## config.mk

```make
export PLATFORM = sky130hd
export DESIGN_NAME = hazard_scoreboard
export DESIGN_NICKNAME = d
export VERILOG_FILES = /design/src/rtl/hazard_scoreboard.sv
export SDC_FILE = /design/constraint.sdc
export NUM_CORES = 1
export LEC_CHECK = 0
export ABC_CLOCK_PERIOD_IN_PS = 6000
export BUFFER_PORTS_ARGS = -buffer_cell sky130_fd_sc_hd__buf_2
export CAP_MARGIN = 20
export CORE_ASPECT_RATIO = 1.2
export CORE_UTILIZATION = 45
export CTS_CLUSTER_SIZE = 16
export DETAILED_ROUTE_END_ITERATION = 8
export PLACE_DENSITY = 0.67
export RECOVER_POWER = 50
export SETUP_SLACK_MARGIN = 0.15
export SYNTH_ARGS = -nofsm -noshare
export SYNTH_HDL_FRONTEND = slang
export SYNTH_SLANG_ARGS = --single-unit
```

## constraint.sdc

```tcl
create_clock -name clk -period 6 [get_ports clk]
set_input_delay 1.2 -clock clk [delete_from_list [all_inputs] [get_ports clk]]
set_output_delay 1.2 -clock clk [all_outputs]
set_load 0.02 [all_outputs]
```

## src/rtl/hazard_scoreboard.sv

```systemverilog
// Countdown-scoreboard hazard unit between ID and ID/EX: RAW, WAW and iterative-multiplier
// structural stalls for the ID instruction, with pipeline freeze and ID flush.
module hazard_scoreboard #(
  parameter int unsigned NREG     = 32,
  parameter int unsigned ALU_LAT  = 1,
  parameter int unsigned LD_LAT   = 2,
  parameter int unsigned MUL_LAT  = 3,
  parameter int unsigned MUL_PIPE = 0,
  localparam int unsigned RW      = $clog2(NREG)
) (
  input  logic          clk,
  input  logic          rst_n,
  input  logic          id_valid,
  input  logic [RW-1:0] rs1,
  input  logic [RW-1:0] rs2,
  input  logic          use_rs1,
  input  logic          use_rs2,
  input  logic [RW-1:0] rd,
  input  logic          reg_write,
  input  logic          mem_read,
  input  logic          mul,
  input  logic          jb,
  input  logic          freeze,
  input  logic          flush,
  output logic          hazard_stall,
  output logic          issue,
  output logic          stall_raw,
  output logic          stall_waw,
  output logic          stall_struct,
  output logic          mul_busy
);

  localparam int unsigned MaxAluLd = (ALU_LAT > LD_LAT) ? ALU_LAT : LD_LAT;
  localparam int unsigned MaxLat   = (MaxAluLd > MUL_LAT) ? MaxAluLd : MUL_LAT;
  localparam int unsigned CW       = $clog2(MaxLat + 1);

  localparam logic [CW-1:0] AluLat   = CW'(ALU_LAT);
  localparam logic [CW-1:0] LdLat    = CW'(LD_LAT);
  localparam logic [CW-1:0] MulLat   = CW'(MUL_LAT);
  localparam logic [CW-1:0] MulBusy  = CW'(MUL_LAT - 1);
  localparam logic          MulIter  = (MUL_PIPE == 0);

  // Entry 0 is not stored; x0 always reads as ready.
  logic [CW-1:0] rem_q [1:NREG-1];
  logic [CW-1:0] rem_d [1:NREG-1];
  logic [CW-1:0] rem_all [NREG];
  logic [CW-1:0] busy_q, busy_d;

  logic [CW-1:0] lat_class;
  logic [CW-1:0] need_thr;
  logic [CW-1:0] rem_rs1, rem_rs2, rem_rd;
  logic          raw_hit, waw_hit, struct_hit;
  logic          rd_tracked;
  logic          sb_write, mul_start;

  always_comb begin
    rem_all[0] = '0;
    for (int unsigned r = 1; r < NREG; r++) begin
      rem_all[r] = rem_q[r];
    end
  end

  assign rem_rs1 = rem_all[rs1];
  assign rem_rs2 = rem_all[rs2];
  assign rem_rd  = rem_all[rd];

  always_comb begin
    if (mem_read) begin
      lat_class = LdLat;
    end else if (mul) begin
      lat_class = MulLat;
    end else begin
      lat_class = AluLat;
    end
  end

  // Branches/jumps resolve operands in ID, so they need the value one cycle earlier.
  assign need_thr   = jb ? '0 : CW'(1);
  assign rd_tracked = reg_write && (rd != '0);

  assign raw_hit    = id_valid && ((use_rs1 && (rem_rs1 > need_thr)) ||
                                   (use_rs2 && (rem_rs2 > need_thr)));
  assign waw_hit    = id_valid && rd_tracked && (rem_rd > lat_class);
  assign struct_hit = id_valid && mul && MulIter && (busy_q != '0);

  assign stall_raw    = raw_hit && !flush;
  assign stall_waw    = waw_hit && !flush;
  assign stall_struct = struct_hit && !flush;
  assign hazard_stall = stall_raw || stall_waw || stall_struct;
  assign issue        = id_valid && !hazard_stall && !freeze && !flush;
  assign mul_busy     = (busy_q != '0);

  assign sb_write  = issue && rd_tracked;
  assign mul_start = issue && mul && MulIter;

  always_comb begin
    for (int unsigned r = 1; r < NREG; r++) begin
      rem_d[r] = rem_q[r];
      if (!freeze) begin
        if (rem_q[r] != '0) begin
          rem_d[r] = rem_q[r] - CW'(1);
        end
        if (sb_write && (rd == RW'(r))) begin
          rem_d[r] = lat_class;
        end
      end
    end
  end

  always_comb begin
    busy_d = busy_q;
    if (!freeze) begin
      if (busy_q != '0) begin
        busy_d = busy_q - CW'(1);
      end
      if (mul_start) begin
        busy_d = MulBusy;
      end
    end
  end

  always_ff @(posedge clk or negedge rst_n) begin
    if (!rst_n) begin
      for (int unsigned r = 1; r < NREG; r++) begin
        rem_q[r] <= '0;
      end
      busy_q <= '0;
    end else begin
      for (int unsigned r = 1; r < NREG; r++) begin
        rem_q[r] <= rem_d[r];
      end
      busy_q <= busy_d;
    end
  end

endmodule

```

# After elaboration in Yosys (flattened, before gate mapping)
# Cells that the tools add are included.
dict set report op_classes {
  addsub 32
  order_cmp 6
  eq_ne 31
  muxes 76
  bitwise_logic 4
  n_reduce_logical 150
}
# op count
set ops {}
lappend ops {{$mux 2} 72}
lappend ops {{$reduce_bool 2->1} 64}
lappend ops {{$eq 5x5->1 const B} 16}
lappend ops {{$reduce_and 2->1} 32}
lappend ops {{$sub 2x1->2 const B} 32}
lappend ops {{$logic_and 1x1->1} 47}
lappend ops {{$eq 5x4->1 const B} 8}
lappend ops {{$bmux 2 s5} 3}
lappend ops {{$eq 5x3->1 const B} 4}
lappend ops {{$ge 6x6->1 const B} 3}
lappend ops {{$not 5->6} 3}
lappend ops {{$eq 5x2->1 const B} 2}
lappend ops {{$eq 5x1->1 const B} 1}
lappend ops {{$reduce_bool 5->1} 1}
lappend ops {{$gt 2x1->1} 2}
lappend ops {{$logic_not 1->1} 3}
lappend ops {{$logic_or 1x1->1} 3}
lappend ops {{$gt 2x2->1} 1}
lappend ops {{$mux 1} 1}
lappend ops {{$not 1->1} 1}
dict set report totals {
  ff_bits 64
  input_bits 26
  output_inout_bits 6
  wordCells 331
}

# Longest topological paths before layout
# Gate-level depths: netlist of run 1.
dict set report depth {
  depth_word 19
  ltp_mapped 17
  depth_no_buf 14
}

# Least setup slack after synthesis of run 1
# OpenSTA, ideal clock, no wires.
dict set report synth_timing {
  path_type {input to output}
  start {input rs2[0]}
  end {output hazard_stall}
  arrival_time_ps 4268
  required_ps 4800
  setup_slack_ps 532
  cell_stages 12
  path_buffers 2
  cell_sequence {buf_2 buf_4 mux4_2 mux4_2 mux2i_1 ha_1 nor2_1 o21ai_0 or3_1 and3_1 and2_1 a31oi_1}
}
dict set report synth_via {
  elab_chain_cells 11
}
# element line_no
set synth_rtl {}
lappend synth_rtl {{start: declaration} 15} ;# input logic [RW-1:0] rs2,
lappend synth_rtl {{$not 5->6 (implied by the code)} 64} ;# assign rem_rs2 = rem_all[rs2];
lappend synth_rtl {{$bmux 2 s5} 64}
lappend synth_rtl {{$mux 2 (implied by the code) (2 in series)} 64}
lappend synth_rtl {{$gt 2x1->1} 82} ;# (use_rs2 && (rem_rs2 > need_thr)));
lappend synth_rtl {{$logic_and 1x1->1} 82}
lappend synth_rtl {{$logic_or 1x1->1} 81} ;# assign raw_hit = id_valid && ((use_rs1 && (rem_rs1 > need_thr)) ||
lappend synth_rtl {{$logic_and 1x1->1} 81}
lappend synth_rtl {{$logic_and 1x1->1} 86} ;# assign stall_raw = raw_hit && !flush;
lappend synth_rtl {{$logic_or 1x1->1 (2 in series)} 89} ;# assign hazard_stall = stall_raw || stall_waw || stall_struct;
lappend synth_rtl {{end: declaration} 25} ;# output logic hazard_stall,
# Every way passes these cells. The select of a mux whose other input is x is not followed.

# Worst setup path after layout of run 1
dict set report layout_timing {
  start {input rd[0]}
  end {output issue}
}
dict set report layout_via {
  elab_chain_cells 13
  word_cells_on_any_way 16
  classes_between {order compare: 1; mux: 3; bitwise: 1; reduce/logical: 11}
}
# element line_no
set layout_rtl {}
lappend layout_rtl {{start: declaration} 18} ;# input logic [RW-1:0] rd,
lappend layout_rtl {{$not 5->6 (implied by the code)} 65} ;# assign rem_rd = rem_all[rd];
lappend layout_rtl {{$bmux 2 s5} 65}
lappend layout_rtl {{$mux 2 (implied by the code) (2 in series)} 65}
lappend layout_rtl {{$gt 2x2->1} 83} ;# assign waw_hit = id_valid && rd_tracked && (rem_rd > lat_class);
lappend layout_rtl {{$logic_and 1x1->1 *} 83}
lappend layout_rtl {{$logic_and 1x1->1 *} 87} ;# assign stall_waw = waw_hit && !flush;
lappend layout_rtl {{$logic_or 1x1->1 * (2 in series)} 89}
lappend layout_rtl {{$logic_not 1->1 *} 90} ;# assign issue = id_valid && !hazard_stall && !freeze && !flush;
lappend layout_rtl {{$logic_and 1x1->1 * (3 in series)} 90}
lappend layout_rtl {{end: declaration} 26} ;# output logic issue,
# Mark *: on every way between the ends. The rest lies on a longest branch, timed or not. The select of a mux whose other input is x is not followed.

==> impl_results.rst, run 1 <==
.. list-table::
   :header-rows: 1

   * - Metric
     - Value
   * - Number of flops mapped to enable cells by yosys
     - 0
   * - Total DRC errors in the routed layout
     - 0
   * - Total clock buffers created by CTS
     - 9
   * - Final Critical Period
     - 5.64 ns
   * - Hold Vio Cnt, Final
     - 0
   * - H-Tree Depth
     - 3
   * - Syn avg cell area
     - 9.34 um^2
   * - HP Class
     - reg -> reg
   * - Final Hold Slack
     - 0.526 ns
   * - Floorplan die height
     - 133 um
   * - Clock transition at the registers of the reported paths
     - 0.05 ns
   * - Number of buffers inserted for hold repair after clock tree synthesis
     - 0
   * - Peak per-stage delay on the critical path
     - 0.59 ns
   * - Worst-margin pin slew
     - 3.73 ns
   * - Routed Antenna Nets
     - 0
   * - Full die area
     - 14700 um^2
   * - Final worst-path cycle share
     - 94.0%
   * - Number of storage elements in the synthesis netlist
     - 64
   * - Maximum number of buffers from clock root to sink
     - 2
   * - GRT Overall Usage
     - 26.8%
   * - Ranking of synthesized cells by area
     - dfrtp_1 (25%), mux4_2 (16%), ha_1 (7.0%)
   * - Clock tree from TritonCTS
     - built
   * - Remaining max-slew budget at the tightest pin
     - -149%
   * - Max-slew violations
     - 65
   * - Number of gates resized after CTS
     - 0
   * - Worst Clk Skew
     - 0.0101 ns
   * - Input/output buffers
     - 31
   * - First-pass GRT wire length
     - 31100 um
   * - Sort of element at the start of the critical path
     - input port
   * - Library cell used as clock root buffer
     - clkbuf_16
   * - R2R depth
     - 14
   * - Commonest register cell after synthesis
     - dfrtp_1
   * - Fraction of layout cells with a size suffix above 1
     - 19.3%
   * - Total gr overflow
     - 0
   * - Stages on worst setup path
     - 11
   * - Cell depth of the worst hold path
     - 2
   * - Via count
     - 5875
   * - Avg WL per Cell
     - 21.9 um
   * - Pin count of the biggest net entering global routing
     - 70
   * - Worst path slowest cell
     - mux4_2
   * - Starting density of the core
     - 46.3%
   * - Summed instance area of the synthesized netlist
     - 6400 um^2
   * - Crit path required time
     - 4.80 ns
   * - Critical Path Fanout Max
     - 27
   * - Series of cell instances along the critical path
     - buf_2, mux4_2, mux4_2, mux2_2, ha_1, a21boi_0, o221ai_4, nand2_1, inv_1, and3_1, buf_2
   * - Met1 Use GR
     - 33.0%
   * - Crit path capture type
     - output port
   * - Total clock sinks
     - 64
   * - Final-layout setup total negative slack
     - 0 ns
   * - Global route hottest layer
     - met2
   * - Fraction of the yosys area taken by sequential cells
     - 25.0%
   * - Final count of negative-setup-slack endpoints
     - 0
   * - Number of max-cap violations
     - 1
   * - Met2 routing resource usage after global routing
     - 45.4%
   * - Unrepaired setup endpoints after global routing
     - no
   * - Die outline width
     - 111 um
   * - Net count after synthesis
     - 747
   * - Post-synth top area share
     - 25.0%
   * - Number of violations reported at the end of detailed-routing iteration 0
     - 607
   * - Fraction of registers with async set or reset after synthesis
     - 100%
   * - Maximum frequency from static timing analysis
     - 0.177 GHz
   * - Run status
     - finished, violations left
   * - Static Leakage
     - 0.00307 uW
   * - Cell types with the highest counts after synthesis
     - inv_1 (71), dfrtp_1 (64), nor2_1 (58), nand2_1 (49), mux4_2 (46)
   * - Critical Path AT
     - 4.44 ns
   * - Violated checks
     - capacitance limit, slew limit
   * - Maximum vdd drop
     - 0.242 mV
   * - Yosys top cell by area
     - dfrtp_1
   * - Area grow syn2layout
     - 8.78%
   * - Ports
     - 32
   * - Post-CTS Setup Inserts
     - 0
   * - Pre-antenna DRT Iters
     - 6
   * - Wire length reported by the detailed router
     - 19100 um
   * - Core area
     - 13800 um^2
   * - Cell Rows
     - 47
   * - Dpl hpwl
     - 13500 um
   * - Nets@finish
     - 758
   * - Yosys warning count
     - 0
   * - Worst path buffer plus inverter count
     - 3
   * - Initial antenna violation count
     - 1
   * - Routability Congestion
     - 0.881
   * - Post-synth cell types
     - 59
   * - Synthesized instance count
     - 685
   * - Power per cell area
     - 461 nW/um^2
   * - Most numerous cell in the Yosys netlist
     - inv_1
   * - Met3 global-route usage
     - 6.41%
   * - Clock insertion delay at the later pin of the skew report
     - 0.34 ns
   * - Routed vias/inst
     - 6.73
   * - Via count of the first global-routing pass
     - 6004
   * - Critical path class
     - in -> out
   * - Largest delay share family, worst path
     - multiplexers
layout make-up:
cell class | instances | area, um^2
Antenna cell | 1 | 2.50
Clock buffer | 13 | 260
Clock inverter | 3 | 40.0
Fill cell | 1240 | 6860
Inverter | 71 | 267
Multi-Input combinational cell | 507 | 4340
Sequential cell | 64 | 1600
Tap cell | 171 | 214
Timing Repair Buffer | 43 | 239
worst paths after layout:
path	slack, ns	start	end
setup reg to reg	1.86	rem_all[33]	rem_all[31]
setup / recovery	0.36	rd[0]	issue
max in group asynchronous	1.64	rst_n	rem_all[31]
hold reg to reg	0.53	busy_q[0]	busy_q[0]
min in group asynchronous	2.25	rst_n	rem_all[33]
hold / removal	0.53	busy_q[0]	busy_q[0]
sequential cells by signal, indices dropped and copies added, names as in the netlist:
signal,count
rem_all,62
busy_q,2
worst min-delay path, cell delays in order, from the launching register on:
cell and delay [ns]:
dfrtp_1 0.36, a21oi_1 0.07, o31ai_1 0.06
stage by stage:
stage	utilization, %	instances	setup slack, ns	area (um^2)	power, uW
global route	50.4	872	0.163	6960	3440
global placement	48.2	856	0.415	6670	2480
floorplan	-	685	0.532	6400	2190
finish	50.4	873	0.358	6960	3210
CTS	50.4	872	0.341	6970	3190
detailed placement	48.2	856	0.346	6670	2630
layout by cell type (no fill, tap or decap), types with 3 or more instances in the layout:
master,instances
a2111oi_4,3
a211oi_1,13
a21boi_0,4
a21oi_1,6
a221oi_1,5
a2bb2oi_1,7
a311oi_1,4
a31oi_1,14
and3_1,22
buf_2,29
buf_4,11
clkbuf_1,5
clkbuf_16,9
dfrtp_1,64
ha_1,36
inv_1,71
mux2i_1,26
mux4_2,46
nand2_1,49
nand2b_1,8
nand3_1,13
nand4_1,21
nand4b_1,10
nor2_1,58
nor2b_1,24
nor3_1,24
nor3b_1,5
o211a_1,13
o211ai_1,3
o21ai_0,23
o221a_2,18
o22ai_1,13
o32ai_1,3
or3_1,7
logic make-up (layout without fill, tap and decap cells):
| kind of cell | Yosys count | after routing | share of synthesized area, % |
|---|---|---|---|
| other | 0 | 1 | 0 |
| AND/OR/NAND/NOR | 253 | 253 | 21.1 |
| flip-flops | 64 | 64 | 25.0 |
| AO/OA/AOI/OAI | 144 | 144 | 19.0 |
| adder cells (fa/ha/maj) | 36 | 36 | 7.04 |
| multiplexers | 74 | 74 | 20.6 |
| buffers and inverters | 114 | 130 | 7.31 |
power by group:
| part | total, uW | switching [uW] | internal [uW] |
|---|---|---|---|
| Clock | 541 | 198 | 343 |
| Combinational | 1660 | 797 | 860 |
| Sequential | 1010 | 352 | 658 |
| Total | 3210 | 1350 | 1860 |
per-layer routing:
metal / vias up / wire length [um]
met5: - / 10
met4: 2 / 549
met3: 50 / 1440
met2: 258 / 9470
met1: 2932 / 7690
li1: 2633 / -
(Power assumes the default switching activity.)
==> run 2, diff against run 1 <==
Settings changed: ABC_CLOCK_PERIOD_IN_PS 6000 to 5740, CAP_MARGIN 20 to 40, GPL_TIMING_DRIVEN set to 1.
Clock period 6 ns to 5.74 ns, I/O delays scaled along.
==> run 2 against run 1 <==
First-iteration DRC count shrank 10%. Critical endpoint unchanged. Critical path type unchanged. Worst setup slack better by 0.036 ns. Non-clock buffer count grew 2. The flow still finishes with violations (capacitance limit, slew limit). Global-route usage increased by 0.52 points. Utilization is 0.10 points higher. Cell count increased by 0.11%. Sequential power increased by 4%. Design area grew 0.20%.
==> impl_results.rst, run 2 (same netlist as run 1, synthesis figures left out) <==
.. list-table::
   :header-rows: 1

   * - Metric
     - Value
   * - Run status
     - finished, violations left
   * - Violated checks
     - capacitance limit, slew limit
   * - Unrepaired setup endpoints after global routing
     - no
   * - Final design utilization
     - 50.5%
   * - Core area
     - 13800 um^2
   * - H-Tree Depth
     - 3
   * - Full die area
     - 14700 um^2
   * - Worst Clk Skew
     - 0.00698 ns
   * - Critical Path AT
     - 4.20 ns
   * - Wire length reported by the detailed router
     - 19300 um
   * - Hold Vio Cnt, Final
     - 0
   * - Clk network pwr share
     - 16.8%
   * - Worst-margin pin slew
     - 2.36 ns
   * - End of the worst register-to-register path
     - rem_all[31]
   * - Top library cells by usage in the layout, fill and taps aside
     - inv_1 (71), dfrtp_1 (64), nor2_1 (58)
   * - Max-slew violations
     - 41
   * - Avg WL per Cell
     - 22.1 um
   * - Number of violations reported at the end of detailed-routing iteration 0
     - 546
   * - Maximum number of buffers from clock root to sink
     - 2
   * - Die outline width
     - 111 um
   * - Static Leakage
     - 0.00308 uW
   * - Largest register FFs
     - 62
   * - HP Class
     - reg -> reg
   * - Routed vias/inst
     - 6.86
   * - Most common library cell in the layout ignoring fill and taps
     - inv_1
   * - Total clock buffers created by CTS
     - 9
   * - Post-route total power
     - 3360 uW
   * - Final-layout setup total negative slack
     - 0 ns
   * - Via count of the first global-routing pass
     - 6017
   * - Power per cell area
     - 482 nW/um^2
   * - Net switching power
     - 1410 uW
   * - Routability Congestion
     - 0.908
   * - Crit path required time
     - 4.59 ns
   * - Fraction of layout cells with a size suffix above 1
     - 19.3%
   * - Starting density of the core
     - 46.3%
   * - Via count
     - 5997
   * - Number of max-cap violations
     - 1
   * - Dpl hpwl
     - 14100 um
   * - Routed Antenna Nets
     - 0
   * - Area of the multi-input gates
     - 4340 um^2
   * - Ports
     - 32
   * - FF/Latch Area
     - 1600 um^2
   * - Remaining max-slew budget at the tightest pin
     - -57.2%
   * - Total DRC errors in the routed layout
     - 0
   * - Critical Path Source
     - rd[1]
   * - Nets@finish
     - 760
   * - Logic gate share of total power
     - 51.9%
   * - Sort of element at the start of the critical path
     - input port
   * - Diodes inserted
     - 0
   * - Initial antenna violation count
     - 1
   * - Total clock sinks
     - 64
   * - Fillers
     - 1223
   * - Cell Rows
     - 47
   * - Sw Ratio
     - 42.0%
   * - Reg-to-reg startpoint
     - rem_all[1]
   * - Library cell used as clock root buffer
     - clkbuf_16
   * - Final instance area
     - 6980 um^2
   * - Maximum vdd drop
     - 0.259 mV
   * - Maximum frequency from static timing analysis
     - 0.187 GHz
   * - Crit path capture type
     - output port
   * - Clock insertion delay at the later pin of the skew report
     - 0.35 ns
   * - First-pass GRT wire length
     - 31500 um
   * - Input/output buffers
     - 31
   * - Total gr overflow
     - 0
   * - Floorplan die height
     - 133 um
   * - Area grow syn2layout
     - 8.99%
   * - Final Critical Period
     - 5.35 ns
   * - Internal reg-to-reg setup slack
     - 1.56 ns
   * - R2R depth
     - 12
   * - CP endpoint
     - issue
   * - Sequential group share of total power
     - 31.3%
   * - Internal Dissipation
     - 1950 uW
   * - Critical Path Fanout Max
     - 13
   * - Placement-stage cell area
     - 6690 um^2
   * - Pre-antenna DRT Iters
     - 5
   * - GRT Overall Usage
     - 27.3%
   * - Clock transition at the registers of the reported paths
     - 0.05 ns
   * - Post-CTS Setup Inserts
     - 0
   * - Clock tree from TritonCTS
     - built
   * - Critical path class
     - in -> out
   * - Number of buffers inserted for hold repair after clock tree synthesis
     - 0
   * - Pin count of the biggest net entering global routing
     - 70
   * - Final count of negative-setup-slack endpoints
     - 0
   * - Final worst-path cycle share
     - 93.1%
[run 2: changes by cell type in the layout (fill, tap and decap cells not counted)]
cell and delta:
buf_2 -2, clkbuf_1 +1, clkbuf_4 +2, diode_2 -1, buf_4 +1
[run 2: worst min path at each step]
stage / endpoint / slack (ns) / cells past startpoint / from
6_report: busy_q[0] / 0.52 / 2 / busy_q[0]
5_1_grt: busy_q[1] / 0.57 / 1 / busy_q[1]
4_1_cts: busy_q[0] / 0.52 / 2 / busy_q[0]
3_5_place_dp: busy_q[0] / 0.51 / 2 / busy_q[0]
3_3_place_gp: busy_q[0] / 0.51 / 2 / busy_q[0]
2_1_floorplan: busy_q[0] / 0.49 / 2 / busy_q[0]
[run 2: power groups by stage]
stage / Combinational [uW] / Clock [uW] / Sequential (uW)
after floorplan: 1400 / 0 / 886
after global placement: 1580 / 0 / 1020
after detailed placement: 1730 / 0 / 1040
after CTS: 1740 / 569 / 1030
after global routing: 1950 / 587 / 1080
final: 1740 / 565 / 1050
[run 2: repair_timing]
item	in CTS	in global routing
gates resized for setup	0	2
endpoints found under the setup margin	0	3
hold endpoints to repair	0	0
[run 2: stage by stage]
step / instances / worst slack, ns / hold WS (ns)
after floorplan: 685 / 0.376 / 0.488
after global placement: 857 / 0.308 / 0.511
after detailed placement: 858 / 0.247 / 0.513
after CTS: 874 / 0.239 / 0.525
after global routing: 874 / 0.188 / 0.572
final: 874 / 0.395 / 0.525
[run 2: worst max-delay path: stages]
cell and delay, ns:
buf_2 0.25, buf_4 0.27, mux4_2 0.33, mux4_2 0.51
mux2_2 0.29, ha_1 0.31, a21boi_0 0.31, o221ai_4 0.20
nand2_1 0.17, inv_1 0.07, and3_1 0.18, buf_2 0.15
[run 2: layout make-up]
cell class                      count  area share (%)
Clock inverter                      3           0.574
Multi-Input combinational cell    507            62.2
Sequential cell                    64            23.0
Inverter                           71            3.82
Timing Repair Buffer               45            3.66
Clock buffer                       13            3.73
Tap cell                          171            3.07
[run 2: per-layer routing]
layer | vias up | GRT usage [%] | part of all wire [%]
li1 | 2641 | - | -
met1 | 2996 | 33.7 | 39
met2 | 306 | 45.1 | 49
met3 | 52 | 5.45 | 8.2
met4 | 2 | 14.2 | 3.7
met5 | - | 0 | 0.062
==> run 3, diff against run 2 <==
Settings changed: ABC_AREA set to 1, PLACE_DENSITY 0.67 to 0.66.
==> run 3 against run 2 <==
The flow still finishes with violations (capacitance limit, slew limit). Cell count up 51%. Via count rose by 20%. Global-route usage is 0.56 points higher. Combinational power fell by 3%. Critical path depth is 3 higher. Flip-flop and latch count did not move. Non-clock buffer count up 4. Largest cell class unchanged. Highest routed layer is now met4.
==> impl_results.rst, run 3 <==
.. list-table::
   :header-rows: 1

   * - Metric
     - Value
   * - Floorplan die height
     - 136 um
   * - Via count of the first global-routing pass
     - 6698
   * - Pre-antenna DRT Iters
     - 5
   * - Full die area
     - 15600 um^2
   * - Most numerous cell in the Yosys netlist
     - nand2_1
   * - Dpl hpwl
     - 14400 um
   * - Remaining max-slew budget at the tightest pin
     - -45.4%
   * - Die outline width
     - 114 um
   * - Fraction of layout cells with a size suffix above 1
     - 9.53%
   * - Fraction of the yosys area taken by sequential cells
     - 23.6%
   * - Worst-margin pin slew
     - 2.18 ns
   * - GRT Overall Usage
     - 27.8%
   * - Post-synth top area share
     - 23.6%
   * - Series of cell instances along the critical path
     - buf_2, inv_1, nand2_1, o22ai_1, a221oi_1, o22ai_1, a221oi_1, o21ai_0, ha_1, a21oi_1, a2111oi_2, nor2_1, nand2_1, nor3_1, buf_2
   * - Net count after synthesis
     - 1172
   * - Clock transition at the registers of the reported paths
     - 0.05 ns
   * - Nets@finish
     - 1180
   * - Final worst-path cycle share
     - 90.3%
   * - Max-slew violations
     - 66
   * - HP Class
     - reg -> reg
   * - Routed vias/inst
     - 5.43
   * - Final instance area
     - 7360 um^2
   * - Maximum vdd drop
     - 0.158 mV
   * - Critical Path Fanout Max
     - 11
   * - Power per cell area
     - 430 nW/um^2
   * - Cell types with the highest counts after synthesis
     - nand2_1 (405), inv_1 (118), o21ai_0 (103), nand3_1 (90), nor2_1 (67)
   * - Violated checks
     - capacitance limit, slew limit
   * - Peak per-stage delay on the critical path
     - 0.43 ns
   * - Via count
     - 7193
   * - Cell count after placement
     - 1307
   * - Avg WL per Cell
     - 15.4 um
   * - Most common library cell in the layout ignoring fill and taps
     - nand2_1
   * - Startpoint of the worst hold path
     - rem_all[0]
   * - Worst path slowest cell
     - a221oi_1
   * - Input/output buffers
     - 31
   * - Clock tree from TritonCTS
     - built
   * - Largest register FFs
     - 62
   * - Total gr overflow
     - 0
   * - Number of violations reported at the end of detailed-routing iteration 0
     - 619
   * - Clock insertion delay at the later pin of the skew report
     - 0.35 ns
   * - Post-CTS Setup Inserts
     - 0
   * - Starting density of the core
     - 46.7%
   * - Maximum number of buffers from clock root to sink
     - 2
   * - Placement-stage cell area
     - 7100 um^2
   * - End of the worst register-to-register path
     - rem_all[3]
   * - Yosys warning count
     - 0
   * - Synthesized instance count
     - 1110
   * - Number of max-cap violations
     - 2
   * - Final-layout setup total negative slack
     - 0 ns
   * - Number of cells in the finished layout apart from fillers
     - 1324
   * - Static Leakage
     - 0.00377 uW
   * - Yosys top cell by area
     - dfrtp_1
   * - Total clock buffers created by CTS
     - 9
   * - First-pass GRT wire length
     - 33800 um
   * - Final Critical Period
     - 5.18 ns
   * - Number of storage elements in the synthesis netlist
     - 64
   * - Routability Congestion
     - 0.923
   * - Initial antenna violation count
     - 1
   * - Crit path required time
     - 4.59 ns
   * - Worst min-delay path endpoint
     - rem_all[0]
   * - Ranking of synthesized cells by area
     - dfrtp_1 (24%), nand2_1 (22%), o21ai_0 (7.6%)
   * - Internal reg-to-reg setup slack
     - 2.01 ns
   * - Ports
     - 32
   * - Core area
     - 14500 um^2
   * - Pin count of the biggest net entering global routing
     - 54
   * - Hold Vio Cnt, Final
     - 0
   * - Maximum frequency from static timing analysis
     - 0.193 GHz
   * - Sort of element at the start of the critical path
     - input port
   * - Commonest register cell after synthesis
     - dfrtp_1
   * - Total clock sinks
     - 64
   * - Worst Clk Skew
     - 0.00580 ns
   * - Post-synth cell types
     - 39
   * - Critical path class
     - in -> out
   * - Reg-to-reg startpoint
     - rem_all[51]
   * - Cell depth of the worst hold path
     - 2
   * - R2R depth
     - 15
   * - Total DRC errors in the routed layout
     - 0
   * - Critical Path AT
     - 4.03 ns
   * - Syn avg cell area
     - 6.11 um^2
   * - H-Tree Depth
     - 3
   * - Routed Antenna Nets
     - 0
   * - Final count of negative-setup-slack endpoints
     - 0
   * - Area grow syn2layout
     - 8.49%
   * - Run status
     - finished, violations left
   * - Unrepaired setup endpoints after global routing
     - no
   * - Crit path capture type
     - output port
   * - Number of buffers inserted for hold repair after clock tree synthesis
     - 0
   * - Top library cells by usage in the layout, fill and taps aside
     - nand2_1 (405), inv_1 (118), o21ai_0 (103)
   * - Cell Rows
     - 48
   * - Library cell used as clock root buffer
     - clkbuf_16
   * - Fraction of registers with async set or reset after synthesis
     - 100%
   * - Number of gates resized after CTS
     - 0
   * - Wire length reported by the detailed router
     - 20300 um
   * - Number of flops mapped to enable cells by yosys
     - 0
   * - Summed instance area of the synthesized netlist
     - 6780 um^2
==> run 3: cell count changes after synthesis, moves of 26 or more <==
cell,delta
a21oi_1,+29
inv_1,+47
mux2i_1,-26
mux4_2,-46
nand2_1,+356
nand3_1,+77
o21ai_0,+80
o21bai_1,+31
==> run 3: kinds of logic after synthesis <==
logic type	synth area share [%]
buf+inv	10.9
simple gates	39.6
flops	23.6
fa+ha+maj	6.64
compound gates	19.2
==> run 3: how the worst max path moves through the flow <==
stage | from | endpoint | slack [ns]
2_1_floorplan | rd[0] | issue | 0.89
4_1_cts | rs1[0] | issue | 0.62
3_3_place_gp | rs1[0] | issue | 0.66
5_1_grt | rs1[0] | issue | 0.26
3_5_place_dp | rs1[0] | issue | 0.63
6_report | rd[0] | issue | 0.56
==> run 3: cell type report <==
cell class                      count  area, um^2
Clock buffer                       10         239
Sequential cell                    64        1600
Antenna cell                        1        2.50
Clock inverter                      6        35.0
Inverter                          125         474
Timing Repair Buffer               49         305
Multi-Input combinational cell    869        4450
Fill cell                        1528        7180
Tap cell                          200         250
==> run 3: per-stage QoR <==
| step | worst slack (ns) | util (%) | hold WS, ns | total power [uW] |
|---|---|---|---|---|
| 2_1_floorplan | 0.888 | - | 0.449 | 2210 |
| 3_3_place_gp | 0.661 | 48.7 | 0.462 | 2620 |
| 3_5_place_dp | 0.631 | 48.9 | 0.465 | 2640 |
| 4_1_cts | 0.623 | 50.8 | 0.481 | 3170 |
| 5_1_grt | 0.259 | 50.6 | 0.497 | 3540 |
| 6_report | 0.559 | 50.6 | 0.478 | 3160 |
==> run 3: critical path, delay by kind of cell <==
family	cells	cell delay, ns
adder cells (fa/ha/maj)	1	0.34
AO/OA/AOI/OAI	7	1.41
buffers and inverters	3	0.35
AND/OR/NAND/NOR	4	0.78
==> run 3: layer usage <==
layer  part of all wire (%)  global-route usage (%)  vias to the layer above
li1                       -                       -                     3629
met1                     44                    36.2                     3221
met2                     44                    44.1                      277
met3                    7.4                    4.69                       66
met4                    4.0                    14.8                        0
met5                      0                       0                        -
==> run 3: power by group <==
group	leakage, uW	internal [uW]	switching (uW)
registers	0.000777	684	274
clock network	0.000134	300	213
logic	0.00286	685	1010
